==> src/rtl/bus_bridge_dispatch_if.sv <==
// bus_bridge_dispatch_if: CPU request/response and data-side target signals of the load/store dispatcher
interface bus_bridge_dispatch_if;
  logic        req_valid;
  logic        req_ready;
  logic [31:0] req_addr;
  logic        req_we;
  logic [3:0]  req_byteen;
  logic [31:0] req_wdata;
  logic        resp_valid;
  logic        resp_err;
  logic [31:0] resp_rdata;
  logic [3:0]  tgt_sel;
  logic [31:0] tgt_addr;
  logic        tgt_we;
  logic [3:0]  tgt_byteen;
  logic [31:0] tgt_wdata;
  logic [3:0]  tgt_ack;
  logic [31:0] tgt_rdata_dm;
  logic [31:0] tgt_rdata_t0;
  logic [31:0] tgt_rdata_t1;
  logic [31:0] tgt_rdata_ig;
  modport slave (
    input  req_valid, req_addr, req_we, req_byteen, req_wdata,
    input  tgt_ack, tgt_rdata_dm, tgt_rdata_t0, tgt_rdata_t1, tgt_rdata_ig,
    output req_ready, resp_valid, resp_err, resp_rdata,
    output tgt_sel, tgt_addr, tgt_we, tgt_byteen, tgt_wdata
  );
  modport master (
    output req_valid, req_addr, req_we, req_byteen, req_wdata,
    output tgt_ack, tgt_rdata_dm, tgt_rdata_t0, tgt_rdata_t1, tgt_rdata_ig,
    input  req_ready, resp_valid, resp_err, resp_rdata,
    input  tgt_sel, tgt_addr, tgt_we, tgt_byteen, tgt_wdata
  );
endinterface

==> src/rtl/bus_bridge_dispatch.sv <==
// bus_bridge_dispatch: decodes CPU loads/stores onto DM/Timer0/Timer1/IG and returns one response beat
module bus_bridge_dispatch #(
  parameter int unsigned TIMEOUT  = 16,
  parameter logic [31:0] DM_LIMIT = 32'h0000_2FFF,
  parameter logic [31:0] T0_BASE  = 32'h0000_7F00,
  parameter logic [31:0] T1_BASE  = 32'h0000_7F10,
  parameter logic [31:0] IG_BASE  = 32'h0000_7F20
) (
  input logic                  clk,
  input logic                  reset,
  bus_bridge_dispatch_if.slave bus
);
  typedef enum logic [1:0] {IDLE, BUSY, RESP, ERR} state_t;
  state_t      r_state, w_next;
  logic [7:0]  r_cnt;
  logic [3:0]  r_sel, r_byteen, w_sel;
  logic [31:0] r_addr, r_wdata, r_rdata, w_rdata;
  logic        r_we, r_err, w_hs, w_word, w_dm_ok, w_err, w_ack, w_tmo;
  logic [1:0]  w_off;
  assign w_off    = bus.req_addr[1:0];
  assign w_sel[0] = bus.req_addr <= DM_LIMIT;
  assign w_sel[1] = bus.req_addr >= T0_BASE && bus.req_addr <= T0_BASE + 32'd11;
  assign w_sel[2] = bus.req_addr >= T1_BASE && bus.req_addr <= T1_BASE + 32'd11;
  assign w_sel[3] = bus.req_addr >= IG_BASE && bus.req_addr <= IG_BASE + 32'd3;
  assign w_word   = bus.req_byteen == 4'hf && w_off == 2'd0;
  // DM lanes must be naturally aligned: word at 0, halfword at 0/2, byte at its own offset
  assign w_dm_ok  = w_word || (bus.req_byteen == 4'h3 && w_off == 2'd0) ||
                    (bus.req_byteen == 4'hc && w_off == 2'd2) || bus.req_byteen == 4'(4'b0001 << w_off);
  assign w_err    = bus.req_byteen == 4'h0 || w_sel == 4'h0 ||
                    (|w_sel[3:1] && !w_word) || (w_sel[0] && !w_dm_ok);
  assign w_hs     = bus.req_valid && r_state == IDLE;
  assign w_ack    = |(bus.tgt_ack & r_sel);
  assign w_tmo    = r_cnt == 8'(TIMEOUT - 1);
  assign w_rdata  = r_sel[0] ? bus.tgt_rdata_dm : r_sel[1] ? bus.tgt_rdata_t0 :
                    r_sel[2] ? bus.tgt_rdata_t1 : bus.tgt_rdata_ig;
  assign bus.req_ready  = r_state == IDLE;
  assign bus.resp_valid = r_state == RESP || r_state == ERR;
  assign bus.resp_err   = r_err;
  assign bus.resp_rdata = r_rdata;
  assign bus.tgt_sel    = r_state == BUSY ? r_sel : 4'b0;
  assign bus.tgt_addr   = r_addr;
  assign bus.tgt_we     = r_we && r_state == BUSY;
  assign bus.tgt_byteen = r_byteen;
  assign bus.tgt_wdata  = r_wdata;
  always_ff @(posedge clk)
    if (reset) r_state <= IDLE;
    else r_state <= w_next;
  always_comb begin
    w_next = IDLE;
    if (r_state == IDLE) w_next = w_hs ? (w_err ? ERR : BUSY) : IDLE;
    else if (r_state == BUSY) w_next = (w_ack || w_tmo) ? RESP : BUSY;
  end
  always_ff @(posedge clk)
    if (reset) begin
      r_cnt    <= '0;
      r_sel    <= '0;
      r_addr   <= '0;
      r_we     <= 1'b0;
      r_byteen <= '0;
      r_wdata  <= '0;
      r_rdata  <= '0;
      r_err    <= 1'b0;
    end else begin
      if (w_hs) begin
        r_cnt    <= '0;
        r_sel    <= w_sel;
        r_addr   <= bus.req_addr;
        r_we     <= bus.req_we;
        r_byteen <= bus.req_byteen;
        r_wdata  <= bus.req_wdata;
        if (w_err) begin
          r_rdata <= '0;
          r_err   <= 1'b1;
        end
      end
      if (r_state == BUSY) begin
        if (w_ack) begin
          r_rdata <= r_we ? 32'h0 : w_rdata;
          r_err   <= 1'b0;
        end else if (w_tmo) begin
          r_rdata <= '0;
          r_err   <= 1'b1;
        end else r_cnt <= r_cnt + 8'd1;
      end
    end
endmodule

==> src/flat_wrapper.sv <==
// flat-port wrapper written by rule: the top's interface ports become plain ports
module bus_bridge_dispatch_flat 
#(
  parameter int unsigned TIMEOUT  = 16,
  parameter logic [31:0] DM_LIMIT = 32'h0000_2FFF,
  parameter logic [31:0] T0_BASE  = 32'h0000_7F00,
  parameter logic [31:0] T1_BASE  = 32'h0000_7F10,
  parameter logic [31:0] IG_BASE  = 32'h0000_7F20
)
  (clk, reset, bus_req_valid, bus_req_addr, bus_req_we, bus_req_byteen, bus_req_wdata, bus_tgt_ack, bus_tgt_rdata_dm, bus_tgt_rdata_t0, bus_tgt_rdata_t1, bus_tgt_rdata_ig, bus_req_ready, bus_resp_valid, bus_resp_err, bus_resp_rdata, bus_tgt_sel, bus_tgt_addr, bus_tgt_we, bus_tgt_byteen, bus_tgt_wdata);
  bus_bridge_dispatch_if bus_i ();
  input logic clk;
  input logic reset;
  input wire logic [$bits(bus_i.req_valid)-1:0] bus_req_valid;
  input wire logic [$bits(bus_i.req_addr)-1:0] bus_req_addr;
  input wire logic [$bits(bus_i.req_we)-1:0] bus_req_we;
  input wire logic [$bits(bus_i.req_byteen)-1:0] bus_req_byteen;
  input wire logic [$bits(bus_i.req_wdata)-1:0] bus_req_wdata;
  input wire logic [$bits(bus_i.tgt_ack)-1:0] bus_tgt_ack;
  input wire logic [$bits(bus_i.tgt_rdata_dm)-1:0] bus_tgt_rdata_dm;
  input wire logic [$bits(bus_i.tgt_rdata_t0)-1:0] bus_tgt_rdata_t0;
  input wire logic [$bits(bus_i.tgt_rdata_t1)-1:0] bus_tgt_rdata_t1;
  input wire logic [$bits(bus_i.tgt_rdata_ig)-1:0] bus_tgt_rdata_ig;
  output wire logic [$bits(bus_i.req_ready)-1:0] bus_req_ready;
  output wire logic [$bits(bus_i.resp_valid)-1:0] bus_resp_valid;
  output wire logic [$bits(bus_i.resp_err)-1:0] bus_resp_err;
  output wire logic [$bits(bus_i.resp_rdata)-1:0] bus_resp_rdata;
  output wire logic [$bits(bus_i.tgt_sel)-1:0] bus_tgt_sel;
  output wire logic [$bits(bus_i.tgt_addr)-1:0] bus_tgt_addr;
  output wire logic [$bits(bus_i.tgt_we)-1:0] bus_tgt_we;
  output wire logic [$bits(bus_i.tgt_byteen)-1:0] bus_tgt_byteen;
  output wire logic [$bits(bus_i.tgt_wdata)-1:0] bus_tgt_wdata;
  assign bus_i.req_valid = bus_req_valid;
  assign bus_i.req_addr = bus_req_addr;
  assign bus_i.req_we = bus_req_we;
  assign bus_i.req_byteen = bus_req_byteen;
  assign bus_i.req_wdata = bus_req_wdata;
  assign bus_i.tgt_ack = bus_tgt_ack;
  assign bus_i.tgt_rdata_dm = bus_tgt_rdata_dm;
  assign bus_i.tgt_rdata_t0 = bus_tgt_rdata_t0;
  assign bus_i.tgt_rdata_t1 = bus_tgt_rdata_t1;
  assign bus_i.tgt_rdata_ig = bus_tgt_rdata_ig;
  assign bus_req_ready = bus_i.req_ready;
  assign bus_resp_valid = bus_i.resp_valid;
  assign bus_resp_err = bus_i.resp_err;
  assign bus_resp_rdata = bus_i.resp_rdata;
  assign bus_tgt_sel = bus_i.tgt_sel;
  assign bus_tgt_addr = bus_i.tgt_addr;
  assign bus_tgt_we = bus_i.tgt_we;
  assign bus_tgt_byteen = bus_i.tgt_byteen;
  assign bus_tgt_wdata = bus_i.tgt_wdata;
  bus_bridge_dispatch #(.TIMEOUT(TIMEOUT), .DM_LIMIT(DM_LIMIT), .T0_BASE(T0_BASE), .T1_BASE(T1_BASE), .IG_BASE(IG_BASE)) u_core (.clk(clk), .reset(reset), .bus(bus_i));
endmodule
==> config.mk <==
export PLATFORM = sky130hd
export DESIGN_NAME = bus_bridge_dispatch_flat
export DESIGN_NICKNAME = d
export VERILOG_FILES = /design/src/rtl/bus_bridge_dispatch_if.sv /design/src/rtl/bus_bridge_dispatch.sv /design/src/flat_wrapper.sv
export SDC_FILE = /design/constraint.sdc
export NUM_CORES = 1
export LEC_CHECK = 0
export CAP_MARGIN = 20
export CELL_PAD_IN_SITES_DETAIL_PLACEMENT = 1
export CELL_PAD_IN_SITES_GLOBAL_PLACEMENT = 1
export CORE_MARGIN = 4
export CORE_UTILIZATION = 29
export DETAILED_ROUTE_END_ITERATION = 10
export GPL_TIMING_DRIVEN = 0
export MAX_ROUTING_LAYER = met4
export PLACE_DENSITY = 0.94
export SLEW_MARGIN = 0
export SYNTH_ARGS = -nofsm -noshare
export SYNTH_HDL_FRONTEND = slang
export SYNTH_SLANG_ARGS = --single-unit
==> constraint.sdc <==
create_clock -name clk -period 5.4 [get_ports clk]
set_clock_uncertainty 0.2 [all_clocks]
set_input_delay 0.81 -clock clk [delete_from_list [all_inputs] [get_ports clk]]
set_output_delay 0.81 -clock clk [all_outputs]
set_load 0.01 [all_outputs]
# After elaboration in Yosys (flattened, before gate mapping)
# Index checks and enable logic that the tools add are counted.
dict set report classes {
  n_bitwise 1
  mux 24
  div_mod_pow 0
  n_shift 1
  addsub 1
  n_lt_le_gt_ge 7
  n_eq_ne 9
  reduce_logical 26
  mul 0
}
# cell count
set ops {}
lappend ops {{$mux 32} 9}
lappend ops {{$ge 32x15->1 const B} 3}
lappend ops {{$le 32x15->1 const B} 3}
lappend ops {{$le 32x14->1 const B} 1}
lappend ops {{$mux 8} 4}
lappend ops {{$logic_and 1x1->1} 10}
lappend ops {{$mux 2} 5}
lappend ops {{$add 8x1->8 const B} 1}
lappend ops {{$eq 4x4->1 const B} 2}
lappend ops {{$eq 8x4->1 const B} 1}
lappend ops {{$logic_not 4->1} 2}
lappend ops {{$logic_or 1x1->1} 8}
lappend ops {{$eq 2x2->1 const B} 3}
lappend ops {{$mux 1} 5}
lappend ops {{$and 4x4->4} 1}
lappend ops {{$eq 4x2->1 const B} 1}
lappend ops {{$eq 4x4->1} 1}
lappend ops {{$logic_not 2->1} 2}
lappend ops {{$mux 4} 1}
lappend ops {{$reduce_or 4->1} 1}
lappend ops {{$shl 1x2->4 const A} 1}
lappend ops {{$reduce_or 3->1} 1}
lappend ops {{$eq 2x1->1 const B} 1}
lappend ops {{$logic_not 1->1} 2}
dict set report totals {
  register_bits 116
  rom_bits 0
  mem_bits_rw 0
  latchBits 0
  word_cells 78
  input_bits 204
  mem_count 0
  out_inout_bits 108
}

# Longest topological paths before layout
# Gate-level depths: netlist of run 1.
dict set report logic_depth {
  ltp_word 13
  ltp_mapped 8
  mapped_depth_nobuf 6
}

# Worst setup path after synthesis of run 1
# OpenSTA, ideal clock, no wires.
dict set report synth_timing {
  path_kind {in2reg}
  startpoint {input bus_req_addr[1]}
  endpoint {register u_core.r_rdata[10] (netlist: u_core.bus.resp_rdata[10])}
  path_buffers 2
  stages 7
  setup_ps 96
  t_required_ps 5104
  slack_ps 2693
  arrival_time_ps 2411
  cell_sequence {or3b_1 a2111oi_2 nor3_1 o221a_1 buf_6 buf_6 o41ai_2}
}
dict set report synth_via {
  elab_chain_len 13
  word_cells_on_any_way 34
  classes_between {order compare (7); eq/ne (2); shift (1); mux (5); reduce/logical (19)}
}
# item line_no
set synth_lines {}
lappend synth_lines {{from (decl)} flat_wrapper.sv:15} ;# input wire logic [$bits(bus_i.req_addr)-1:0] bus_req_addr;
lappend synth_lines {{branches (longest 7 deep; another with $ge 32x15->1)} n/a}
lappend synth_lines {{$logic_or 1x1->1 *} bus_bridge_dispatch.sv:30} ;# (|w_sel[3:1] && !w_word) || (w_sel[0] && !w_dm_ok);
lappend synth_lines {{$mux 32 *} bus_bridge_dispatch.sv:71} ;# if (w_err) begin
lappend synth_lines {{$mux 32 *} bus_bridge_dispatch.sv:64} ;# if (w_hs) begin
lappend synth_lines {{$mux 32} bus_bridge_dispatch.sv:80} ;# end else if (w_tmo) begin
lappend synth_lines {{$mux 32} bus_bridge_dispatch.sv:77} ;# if (w_ack) begin
lappend synth_lines {{$mux 32 *} bus_bridge_dispatch.sv:76} ;# if (r_state == BUSY) begin
lappend synth_lines {{to (signal assigned)} bus_bridge_dispatch.sv:78} ;# r_rdata <= r_we ? 32'h0 : w_rdata;
lappend synth_lines {{to (decl)} bus_bridge_dispatch.sv:17} ;# logic [31:0] r_addr, r_wdata, r_rdata, w_rdata;
# Every way passes the cells marked *.
# A chain may end at the register's enable or synchronous reset.

# Worst setup path after layout of run 1
dict set report layout_timing {
  startpoint {register u_core.r_sel[2]}
  endpoint {output bus_tgt_sel[2]}
}
dict set report layout_via {
  elab_chain_len 1
}
# item line_no
set layout_lines {}
lappend layout_lines {{from (decl)} bus_bridge_dispatch.sv:16} ;# logic [3:0] r_sel, r_byteen, w_sel;
lappend layout_lines {{from (signal assigned)} bus_bridge_dispatch.sv:66} ;# r_sel <= w_sel;
lappend layout_lines {{$mux 4} bus_bridge_dispatch.sv:40} ;# assign bus.tgt_sel = r_state == BUSY ? r_sel : 4'b0;
lappend layout_lines {{to (decl)} flat_wrapper.sv:28} ;# output wire logic [$bits(bus_i.tgt_sel)-1:0] bus_tgt_sel;
# Every way passes these cells.

==> impl_metrics.json, run 1 <==
{
  "r2r_cells": 7,
  "drt_iter0_drc": 180,
  "antenna_found_initial": 0,
  "io_pins": 312,
  "slew_viol_final": 0,
  "worstPathMaxFanout": 10,
  "fp.coreArea_um2": 19500,
  "port_buffers": 311,
  "crit_type": "flop to output pin",
  "wl_met3_mm": 2.32,
  "powerDensity_nw_per_um2": 260,
  "peakVddDrop_mv": 0.199,
  "die_h_um": 149,
  "p_total_mw": 2.56,
  "seq_area_frac_synth": 0.401,
  "clk_pin_slew_ns": 0.05,
  "power_frac_comb": 0.171,
  "tritoncts": "done",
  "critPathLaunchType": "flop",
  "grt_usage": 0.234,
  "netlist_instances": 715,
  "ys_ff_latch": 116,
  "status": "completed",
  "syn_area_per_cell_um2": 8.10,
  "dr_wl_met2_mm": 13.7,
  "pwr-share-clk": 0.472,
  "switchingPower_mw": 0.620,
  "drive_gt1_frac": 0.0983,
  "finalNetCount": 1250,
  "fin_crit_sh": 0.708,
  "holdCritPathClass": "flop to flop",
  "yosys_warnings": 0,
  "power_frac_seq": 0.357,
  "met1_length_mm": 9.56,
  "fmax_mhz": 262,
  "final_cell_mix": "311 x clkdlybuf4s50_1, 247 x nand2_1, 116 x dfxtp_1",
  "timing.rr.end": "u_core.bus.resp_rdata[19]",
  "drc": 0,
  "synth_cell_types": 41,
  "cts.sinks": 116,
  "area_growth_pct": 70.3,
  "synthArstFlopShare": 0,
  "synthesis.nets": 920,
  "critPathRequiredTime_ns": 4.39,
  "grt-ovfl-total": 0,
  "timing.final.hold_violations": 0,
  "routed_wl_mm": 26.1,
  "wl_per_cell_um": 19.7,
  "drtPass1Iterations": 4,
  "start_util": 0.297,
  "rows": 51,
  "place_congestion": 0.859,
  "grt_start_max_net_pins": 17,
  "cts_buffer_depth": 2,
  "max_cap_violations": 0,
  "htree_levels": 4,
  "clk_latency_ns": 0.41,
  "grt_pass1_vias": 7206,
  "syn-cell-area_um2": 5790,
  "r2r_start": "u_core.r_sel[2]",
  "route.vias.total": 6625,
  "cts-resized-gates": 0,
  "cts-root-buf": "clkbuf_16",
  "die_area_um2": 22300,
  "worst_slew_margin_rel": 0.384,
  "end_kind": "output pin",
  "cts-hold-fix-buffers": 0,
  "dieWidth_um": 149,
  "grt_pass1_wl_mm": 39.3,
  "dp_hpwl_mm": 20.9,
  "finalSetupViolations": 0,
  "crit_end": "bus_tgt_sel[2]",
  "reg2reg_slack_ns": 2.12,
  "drtAntennaViolNets": 0,
  "top_layer": "met4",
  "rsz0062_at_grt": "false",
  "switching_share": 0.242,
  "setup_tns_ns": 0,
  "cts_buffers": 17,
  "synth-edff-count": 0,
  "tightest_slew_ns": 0.924,
  "mostFrequentLayoutCell": "clkdlybuf4s50_1",
  "critPathLaunch": "u_core.r_sel[2]",
  "viasPerCell": 5.00,
  "intPower_mw": 1.94,
  "cts_setup_buffers": 0,
  "cp_data_arrival_time_ns": 2.81,
  "fin_crit_ns": 3.82,
  "p_leak_nw": 3.49,
  "ys.flop_type": "dfxtp_1"
}
sequential cells by signal (all words and copies together), names as in the netlist:
signal                 flops
u_core.r_we                1
u_core.r_cnt               8
u_core.bus.resp_err        1
u_core.bus.tgt_addr       32
u_core.bus.tgt_wdata      32
u_core.bus.resp_rdata     32
u_core.bus.tgt_byteen      4
u_core.r_state             2
u_core.r_sel               4
routing by layer:
layer  track usage  vias up
met5             -        -
met4        0.0650        0
met3        0.0830       41
met2         0.427      235
met1         0.235     3216
li1              -     3133
power by group through the flow:
stage / logic [mW] / clock network (mW) / registers (mW)
global route: 0.474 / 1.27 / 0.921
global placement: 0.428 / 0 / 0.931
detailed placement: 0.439 / 0 / 0.935
CTS: 0.442 / 1.22 / 0.917
floorplan: 0.134 / 0 / 0.948
finish: 0.438 / 1.21 / 0.916
worst min path at each step:
stage                                  start                        to  slack (ns)  cells after the start
finish              u_core.bus.tgt_byteen[0]  u_core.bus.tgt_byteen[0]        0.25                      2
global route         u_core.bus.tgt_addr[24]   u_core.bus.tgt_addr[24]        0.28                      2
CTS                  u_core.bus.tgt_addr[24]   u_core.bus.tgt_addr[24]        0.26                      2
detailed placement   u_core.bus.tgt_addr[22]   u_core.bus.tgt_addr[22]        0.25                      2
global placement    u_core.bus.resp_rdata[1]  u_core.bus.resp_rdata[1]        0.24                      2
floorplan                    u_core.r_sel[3]           u_core.r_sel[3]        0.24                      2
Yosys cell counts, types with 5 or more instances:
cell	instances	area [um2]
buf_1	5	18.8
nor3_1	7	35.0
mux2i_1	32	320
nand4_1	7	43.8
nand2_1	247	927
nor2_1	14	52.6
clkbuf_1	46	173
a21oi_1	82	410
o41ai_2	30	488
o21ai_0	37	185
and2_1	6	37.5
mux2_2	34	383
dfxtp_1	116	2320
metrics by stage:
step                hold slack [ns]  worst slack, ns  cells   util  cell area, um2
global placement              0.239             1.71   1291  0.473            9240
CTS                           0.257             1.54   1323  0.505            9860
global route                  0.275             1.45   1323  0.505            9860
detailed placement            0.249             1.63   1291  0.473            9240
finish                        0.255             1.58   1324  0.505            9870
floorplan                     0.240             2.69    715      -            5790
kinds of logic (layout without fill, tap and decap cells):
logic type	count (synthesis)	after routing	share of synthesized area
AOI/OAI and AO/OA	163	163	0.209
adders and majority gates	1	1	0.00216
buffers and inverters	62	405	0.0460
DFF	116	116	0.401
muxes	66	66	0.121
other	0	1	0
and+or+nand+nor	307	307	0.221
cell type report:
cell class                      instances  area [um2]
Tap cell                              265         332
Clock inverter                         10         153
Clock buffer                           22         474
Buffer                                 58         251
Sequential cell                       116        2320
Fill cell                            2313        9660
Antenna cell                            1        2.50
Multi-Input combinational cell        537        3200
Inverter                                4        15.0
Timing Repair Buffer                  311        3110
worst max-delay path, stage by stage (launching register included):
cell,delay (ns)
dfxtp_1,0.30
clkbuf_1,0.69
buf_1,0.64
and2_1,0.23
clkdlybuf4s50_1,0.55
Note: power is estimated with default switching activity, not from simulation.
==> run 2, diff against run 1 <==
--- a/config.mk
+++ b/config.mk
@@ -9,11 +9,11 @@
 export CELL_PAD_IN_SITES_DETAIL_PLACEMENT = 1
 export CELL_PAD_IN_SITES_GLOBAL_PLACEMENT = 1
 export CORE_MARGIN = 4
-export CORE_UTILIZATION = 29
+export CORE_UTILIZATION = 27
 export DETAILED_ROUTE_END_ITERATION = 10
 export GPL_TIMING_DRIVEN = 0
 export MAX_ROUTING_LAYER = met4
-export PLACE_DENSITY = 0.94
+export PLACE_DENSITY = 0.89
 export SLEW_MARGIN = 0
 export SYNTH_ARGS = -nofsm -noshare
 export SYNTH_HDL_FRONTEND = slang
==> constraint.sdc (replaced) <==
create_clock -name clk -period 4 [get_ports clk]
set_clock_uncertainty 0.2 [all_clocks]
set_input_delay 0.6 -clock clk [delete_from_list [all_inputs] [get_ports clk]]
set_output_delay 0.6 -clock clk [all_outputs]
set_load 0.01 [all_outputs]
==> run 2 against run 1 <==
Against the previous run:
- utilization down 3.9 points
- via count down 1.2%
- critical path depth unchanged
- die area up 7.0%
- count of clock-buffer cells in the layout down 5
- setup slack worse by 1.3 ns
==> impl_metrics.json, run 2 (synthesized netlist as in run 1, its figures left out) <==
{
  "worst_slack_ns": 0.326,
  "area_growth_pct": 69.6,
  "routed_wl_mm": 25.2,
  "drtPass1Iterations": 4,
  "switching_share": 0.276,
  "cts-hold-fix-buffers": 0,
  "grt_pass1_wl_mm": 38.5,
  "end_kind": "output pin",
  "rsz0062_at_grt": "false",
  "use_met1": 0.220,
  "clk_latency_ns": 0.42,
  "nFillCells": 2540,
  "finalNetCount": 1250,
  "path_cells": "clkbuf_1, buf_1, and2_1, clkdlybuf4s50_1",
  "drc": 0,
  "die_area_um2": 23900,
  "critPathLaunchType": "flop",
  "busiest_layer": "met2",
  "cts-root-buf": "clkbuf_16",
  "tightest_slew_ns": 0.915,
  "setup_tns_ns": 0,
  "regArea_um2": 2320,
  "dp_hpwl_mm": 19.8,
  "cts.sinks": 116,
  "grt_pass1_vias": 7191,
  "peakVddDrop_mv": 0.285,
  "use_met3": 0.0725,
  "finalSetupViolations": 0,
  "pwr-share-clk": 0.450,
  "dieWidth_um": 154,
  "mostFrequentLayoutCell": "clkdlybuf4s50_1",
  "htree_levels": 4,
  "dp_worst_setup_slack_ns": 0.422,
  "cts_buffers": 17,
  "tritoncts": "done",
  "holdWs_ns": 0.255,
  "cts_setup_buffers": 0,
  "grt-ovfl-total": 0,
  "critPathSlowestCell": "clkbuf_1",
  "holdCritPathClass": "flop to flop",
  "max_cap_violations": 0,
  "switchingPower_mw": 0.917,
  "cp_data_arrival_time_ns": 2.87,
  "wl_per_cell_um": 18.9,
  "crit_type": "flop to output pin",
  "io_pins": 312,
  "fmax_mhz": 272,
  "route.vias.total": 6545,
  "fin_crit_sh": 0.918,
  "place_congestion": 0.821,
  "start_util": 0.275,
  "grtUsageMet2": 0.373,
  "intPower_mw": 2.40,
  "power_frac_comb": 0.178,
  "fp.coreArea_um2": 21100,
  "cts_buffer_depth": 2,
  "status": "completed",
  "critPathMaxStageDelay_ns": 0.68,
  "rows": 53,
  "powerDensity_nw_per_um2": 338,
  "final_cell_mix": "311 x clkdlybuf4s50_1, 247 x nand2_1, 116 x dfxtp_1",
  "worstPathMaxFanout": 10,
  "multi_input_area_um2": 3200,
  "power_frac_seq": 0.372,
  "slew_viol_final": 0,
  "antenna_cells": 0,
  "drt_iter0_drc": 268,
  "viasPerCell": 4.91,
  "fin_crit_ns": 3.67,
  "die_h_um": 154,
  "drive_gt1_frac": 0.100,
  "p_leak_nw": 3.45,
  "grt_usage": 0.211,
  "timing.final.hold_violations": 0,
  "port_buffers": 311,
  "antenna_found_initial": 0,
  "grt_start_max_net_pins": 17,
  "critPathRequiredTime_ns": 3.20,
  "clk_pin_slew_ns": 0.06,
  "drtAntennaViolNets": 0,
  "cts-resized-gates": 0,
  "worst_slew_margin_rel": 0.390
}
## run 2: area by class of cell
class	count	share of cell area
Tap cell	275	0.0350
Sequential cell	116	0.236
Clock buffer	17	0.0433
Clock inverter	15	0.0150
Multi-Input combinational cell	537	0.326
Inverter	4	0.00153
Timing Repair Buffer	311	0.317
Buffer	58	0.0256
## run 2: path summary, 6_finish.rpt
path	start	end	slack, ns	depth (start not counted)
worst max-delay path	u_core.r_sel[2]	bus_tgt_sel[2]	0.33	4
worst min-delay path	u_core.bus.tgt_wdata[23]	u_core.bus.tgt_wdata[23]	0.26	2
worst max register to register	u_core.r_sel[2]	u_core.bus.resp_rdata[10]	0.75	7
worst min register to register	u_core.bus.tgt_wdata[23]	u_core.bus.tgt_wdata[23]	0.26	2
## run 2: per-layer routing
metal / vias to the layer above / wire, um
met3: 41 / 1970
li1: 3139 / -
met1: 3142 / 9870
met5: - / 0
met4: 0 / 681
met2: 223 / 12700
## run 2: through the flow
stage                     utilization  area [um2]  instances  total power, mW
after floorplan                     -        5790        715             1.46
after global routing            0.466        9820       1333             3.47
final                           0.466        9820       1333             3.32
after global placement          0.439        9250       1301             1.84
after CTS                       0.466        9820       1333             3.36
after detailed placement        0.439        9250       1301             1.85
## run 2: power groups by stage
stage | Sequential [mW] | Clock [mW] | Combinational [mW]
2_1_floorplan | 1.28 | 0 | 0.181
3_3_place_gp | 1.26 | 0 | 0.577
3_5_place_dp | 1.26 | 0 | 0.591
4_1_cts | 1.24 | 1.53 | 0.596
5_1_grt | 1.24 | 1.59 | 0.638
6_report | 1.24 | 1.50 | 0.590
## run 2: worst max-delay path: cells and delay by family (launching register included)
kind | cells | cell delay (ns)
buffers and inverters | 3 | 1.89
DFF | 1 | 0.31
and+or+nand+nor | 1 | 0.25
==> run 3, diff against run 2 <==
--- a/config.mk
+++ b/config.mk
@@ -10,6 +10,7 @@
 export CELL_PAD_IN_SITES_GLOBAL_PLACEMENT = 1
 export CORE_MARGIN = 4
 export CORE_UTILIZATION = 27
+export CTS_CLUSTER_DIAMETER = 80
 export DETAILED_ROUTE_END_ITERATION = 10
 export GPL_TIMING_DRIVEN = 0
 export MAX_ROUTING_LAYER = met4
==> results of run 3 <==
Same layout as run 2: the final DEF is identical, and so are final timing and power.
